## config.mk

```make
export PLATFORM = sky130hd
export DESIGN_NAME = clk_div_prog_flat
export DESIGN_NICKNAME = d
export VERILOG_FILES = /design/src/rtl/clk_div_prog_if.sv /design/src/rtl/clk_div_prog.sv /design/src/flat_wrapper.sv
export SDC_FILE = /design/constraint.sdc
export NUM_CORES = 1
export LEC_CHECK = 0
export BUFFER_PORTS_ARGS = -buffer_cell sky130_fd_sc_hd__buf_2
export CAP_MARGIN = 10
export CORE_ASPECT_RATIO = 1.1
export CORE_UTILIZATION = 61
export DETAILED_ROUTE_END_ITERATION = 8
export GPL_TIMING_DRIVEN = 0
export PLACE_DENSITY = 0.91
export SLEW_MARGIN = 30
export SYNTH_ARGS = -nofsm -noshare
export SYNTH_HDL_FRONTEND = slang
export SYNTH_SLANG_ARGS = --single-unit
```

## constraint.sdc

```tcl
create_clock -name clk_in -period 5 [get_ports clk_in]
set_input_delay 0.5 -clock clk_in [delete_from_list [all_inputs] [get_ports clk_in]]
set_output_delay 0.5 -clock clk_in [all_outputs]
set_load 0.03 [all_outputs]
```

## src/rtl/clk_div_prog_if.sv

```systemverilog
// Control/status bundle for the programmable clock divider.
interface clk_div_prog_if #(
  parameter int unsigned CNT_W = 8
);
  logic             en;
  logic [CNT_W-1:0] div_ratio;
  logic             clk_out;
  logic             tick;
  logic             active;

  modport master (output en, output div_ratio, input clk_out, input tick, input active);
  modport slave  (input en, input div_ratio, output clk_out, output tick, output active);
endinterface

```

## src/rtl/clk_div_prog.sv

```systemverilog
// Programmable integer clock divider: clk_out = clk_in / N, N in 2..2^CNT_W-1,
// ratio and enable changes applied only at period boundaries.
module clk_div_prog #(
  parameter int unsigned CNT_W  = 8,
  parameter bit          ODD_50 = 1'b1
) (
  input  logic          clk_in,
  input  logic          reset,
  clk_div_prog_if.slave bus
);

  typedef enum logic {IDLE, RUN} state_t;

  state_t           state, state_nx;
  logic [CNT_W-1:0] cnt, cnt_nx;
  logic [CNT_W-1:0] n_act, n_act_nx;
  logic [CNT_W-1:0] n_eff;
  logic [CNT_W-1:0] high_len;
  logic             q, q_nx;
  logic             q_neg;
  logic             tick_r, tick_nx;
  logic             load;
  logic             at_end;
  logic             odd_sel;

  assign n_eff    = (bus.div_ratio < CNT_W'(2)) ? CNT_W'(2) : bus.div_ratio;
  assign high_len = (n_act >> 1) + CNT_W'((n_act[0] && !ODD_50) ? 1 : 0);
  assign at_end   = (cnt == n_act - CNT_W'(1));

  always_comb begin
    state_nx = state;
    cnt_nx   = cnt;
    n_act_nx = n_act;
    q_nx     = q;
    tick_nx  = 1'b0;
    load     = 1'b0;
    case (state)
      IDLE: begin
        cnt_nx = '0;
        q_nx   = 1'b0;
        if (bus.en) load = 1'b1;
      end
      RUN: begin
        if (!at_end) begin
          cnt_nx = cnt + CNT_W'(1);
          q_nx   = (cnt + CNT_W'(1)) < high_len;
        end else if (bus.en) begin
          load = 1'b1;
        end else begin
          state_nx = IDLE;
          q_nx     = 1'b0;
          cnt_nx   = '0;
        end
      end
      default: state_nx = IDLE;
    endcase
    // A load (from IDLE or at a boundary) always starts a fresh period high.
    if (load) begin
      n_act_nx = n_eff;
      cnt_nx   = '0;
      q_nx     = 1'b1;
      tick_nx  = 1'b1;
      state_nx = RUN;
    end
  end

  always_ff @(posedge clk_in or posedge reset) begin
    if (reset) begin
      state  <= IDLE;
      cnt    <= '0;
      n_act  <= CNT_W'(2);
      q      <= 1'b0;
      tick_r <= 1'b0;
    end else begin
      state  <= state_nx;
      cnt    <= cnt_nx;
      n_act  <= n_act_nx;
      q      <= q_nx;
      tick_r <= tick_nx;
    end
  end

  // Half-cycle extension for odd ratios; q_neg is always 0 when the mux
  // select changes (load point), so the output cannot glitch.
  generate
    if (ODD_50) begin : g_neg
      always_ff @(negedge clk_in or posedge reset) begin
        if (reset) q_neg <= 1'b0;
        else       q_neg <= q;
      end
    end else begin : g_no_neg
      assign q_neg = 1'b0;
    end
  endgenerate

  assign odd_sel     = ODD_50 && n_act[0];
  assign bus.clk_out = odd_sel ? (q | q_neg) : q;
  assign bus.tick    = tick_r;
  assign bus.active  = (state == RUN);

endmodule

```

## src/flat_wrapper.sv

```systemverilog
// flat-port wrapper written by rule: the top's interface ports become plain ports
module clk_div_prog_flat 
#(
  parameter int unsigned CNT_W  = 8,
  parameter bit          ODD_50 = 1'b1
)
  (clk_in, reset, bus_en, bus_div_ratio, bus_clk_out, bus_tick, bus_active);
  clk_div_prog_if #(.CNT_W(CNT_W)) bus_i ();
  input  logic clk_in;
  input  logic reset;
  input wire logic [$bits(bus_i.en)-1:0] bus_en;
  input wire logic [$bits(bus_i.div_ratio)-1:0] bus_div_ratio;
  output wire logic [$bits(bus_i.clk_out)-1:0] bus_clk_out;
  output wire logic [$bits(bus_i.tick)-1:0] bus_tick;
  output wire logic [$bits(bus_i.active)-1:0] bus_active;
  assign bus_i.en = bus_en;
  assign bus_i.div_ratio = bus_div_ratio;
  assign bus_clk_out = bus_i.clk_out;
  assign bus_tick = bus_i.tick;
  assign bus_active = bus_i.active;
  clk_div_prog #(.CNT_W(CNT_W), .ODD_50(ODD_50)) u_core (.clk_in(clk_in), .reset(reset), .bus(bus_i));
endmodule
```

==> run metrics <==
# nets final 151; CP max-delay cell dfrtn_1; clk sinks 20; initial antenna violation count 0; total CTS buffers 3; Pleak 0.635 nW; n_diodes 0; vias in the first global route 924; met2 wire len 1200 µm; I/O pins 14; global-route wire length before repair 3910 µm; core box area 0.00182 mm²; GRT overflow 0; Post-synth top cells 18 x dfrtp_1, 11 x inv_1, 11 x xnor2_1; Final Skew 0.00337 ns; Post-CTS Setup Bufs 0; largest net degree at the start of global routing 21; Yosys cell types 34; kind of critical path reg2out; Clock transition at path regs 0.11 ns; PwrDens 681 mW/mm²; GR Util All Layers 0.241; Worst-Margin Slew 0.828 ns; Die Area 0.00214 mm²; final-layout fill cell count 126; run status complete, no violations; share of the synthesized area in the top cell type 0.376; clock share of power 0.141; IO Port Bufs 13; Initial Utilization 0.657; violation count after the first detailed-route iteration 11; Post-synth ARST share 1.00; Pint 0.000540 W; FF/Latch Area 502 µm²; Synth Net Count 133; Cell Area, Synth 0.00120 mm²; Flop pwr share 0.348; Yosys reg bits 20; Final ANT Viol Nets 0; MaxCap Viol Count 0; Syn Area/Cell 10.5 µm²; multi-input gate area in the final layout 651 µm²; vias 904; Fin Hold WS 0.304 ns; Synth Warn # 0; RSZ-0062 raised after global routing false; Row Count 16; WL final 2280 µm; crit path max fanout 1; Peak VDD IR 0.000388 V; final setup violating endpoints 0; Max-slew headroom 0.445; switching part of the total power 0.413; WL/cell 14.4 µm; Seq/Total Area, Yosys 0.419; clk_lat worst skew 0.30 ns; critical path, cell by cell a21o_1 -> buf_2; Residual DRC 0; Vert. Die Dim 48.5 µm; top cells by area, synth dfrtp_1 38%, ha_1 8.4%, xnor2_1 8.0%, mux2_2 5.6%, inv_1 3.4%; Critical Path End Type output port; met3 wire length 90 µm; CP Launch Type flip-flop; wire length on met1 965 µm; Core Util, Final 0.740; maximum clock path buffer count 2; Sw Pwr 0.000379 W; final setup TNS 0 ns; # hold bufs at CTS 0; Die W 44.2 µm; Post-synth top flop dfrtp_1; combinational share of power 0.511; CTS H-Tree Depth 1; Arr. time, crit path 3.47 ns; CTS tree yes; CTS Root Cell clkbuf_4; CTS resizes 0; most frequent cell after synthesis dfrtp_1; routability cong. 0.894; HP Class in2async; synth-to-layout area growth 12.6%; DRT Pass-1 Iters 6; Via density 5.72; post-DP HPWL 1690 µm; share of layout cells above drive strength 1 0.198; Synth area leader dfrtp_1; Hold Fails Final Rpt 0; Post-synth EDFFs 0; CP max stage delay 0.39 ns; Top Metal Used met4; fin. max-slew vios 0; WP data required 4.50 ns; post-synthesis instance total 114
## worst max-delay path: cells and delay by family, from the launching register on
family                 cells  cell delay (ns)
buffers and inverters      1             0.18
flip-flops                 1             0.39
AO/OA/AOI/OAI              1             0.10
## final cells by class
type / instances / share of cell area
Buffer: 1 / 0.00278
Clock buffer: 3 / 0.0167
Clock inverter: 1 / 0.0223
Inverter: 11 / 0.0306
Multi-Input combinational cell: 82 / 0.482
Sequential cell: 20 / 0.372
Tap cell: 27 / 0.0250
Timing Repair Buffer: 13 / 0.0482
## power groups by stage
stage                     combinational (W)  clock, W  sequential [W]
after global routing               0.000518  0.000139        0.000328
after global placement             0.000439         0        0.000316
after detailed placement           0.000461         0        0.000321
after floorplan                    0.000375         0        0.000300
final                              0.000469  0.000130        0.000319
after CTS                          0.000471  0.000132        0.000318
## kinds of logic (layout without fill, tap and decap cells)
logic type	after synthesis	count (layout)	share of synthesized area
muxes	8	8	0.0731
xor gates and xnor gates	15	15	0.110
AOI/OAI and AO/OA	20	20	0.139
buffers and inverters	12	29	0.0376
and+or+nand+nor	31	31	0.138
DFF	20	20	0.419
adders and majority gates	8	8	0.0836
## per-layer routing
metal,vias to the layer above,GRT usage
li1,434,-
met1,441,0.314
met2,25,0.404
met3,4,0.0261
met4,0,0.0859
met5,-,0
## metrics by stage
stage	total power, W	area (µm²)	instances	setup WS, ns
5_1_grt	0.000986	1350	158	0.985
2_1_floorplan	0.000674	1200	114	1.37
4_1_cts	0.000921	1350	158	1.02
3_3_place_gp	0.000754	1300	154	1.35
6_report	0.000918	1350	158	1.03
3_5_place_dp	0.000782	1300	154	1.35
## sequential cells by signal (all words and copies together) (netlist names)
| name | flops |
|---|---|
| u_core.bus.tick | 1 |
| u_core.q_neg | 1 |
| u_core.q | 1 |
| u_core.bus.active | 1 |
| u_core.n_act | 8 |
| u_core.cnt | 8 |
## cells in the final DEF, fill, tap and decap left out
cell       instances
o31ai_2            1
inv_1             11
a21boi_0           1
or4_1              1
nor3_1             2
mux2i_1            2
dfstp_2            1
buf_2             13
clkbuf_1           1
clkbuf_4           3
nor2b_1            5
nand3_1            5
o21bai_1           1
mux2_2             6
o22a_1             1
o41ai_4            1
dfrtn_1            1
o2111ai_1          2
a211oi_1           1
o211ai_1           3
xor2_1             4
bufinv_16          1
a22oi_1            1
a21o_1             3
xnor2_1           11
and3_1             3
dfrtp_1           18
and3b_1            1
nor3b_1            1
nor4_1             1
or3_1              1
o21ai_0            3
a21oi_1            2
nor2_1             7
nand2b_1           1
ha_1               8
nand2_1            3
## worst paths after layout
path | startpoint | endpoint | slack (ns) | cells after the start
max in group asynchronous | reset | u_core.q_neg | 1.82 | 2
setup / recovery | u_core.q_neg | bus_clk_out | 1.03 | 2
min in group clk_in | bus_div_ratio[5] | u_core.n_act[5] | 0.44 | 2
hold / removal | reset | u_core.bus.tick | 0.30 | 2
setup reg to reg | u_core.q | u_core.q_neg | 1.96 | 0
hold reg to reg | u_core.n_act[1] | u_core.n_act[1] | 0.55 | 2
Note: power is estimated with default switching activity, not from simulation.
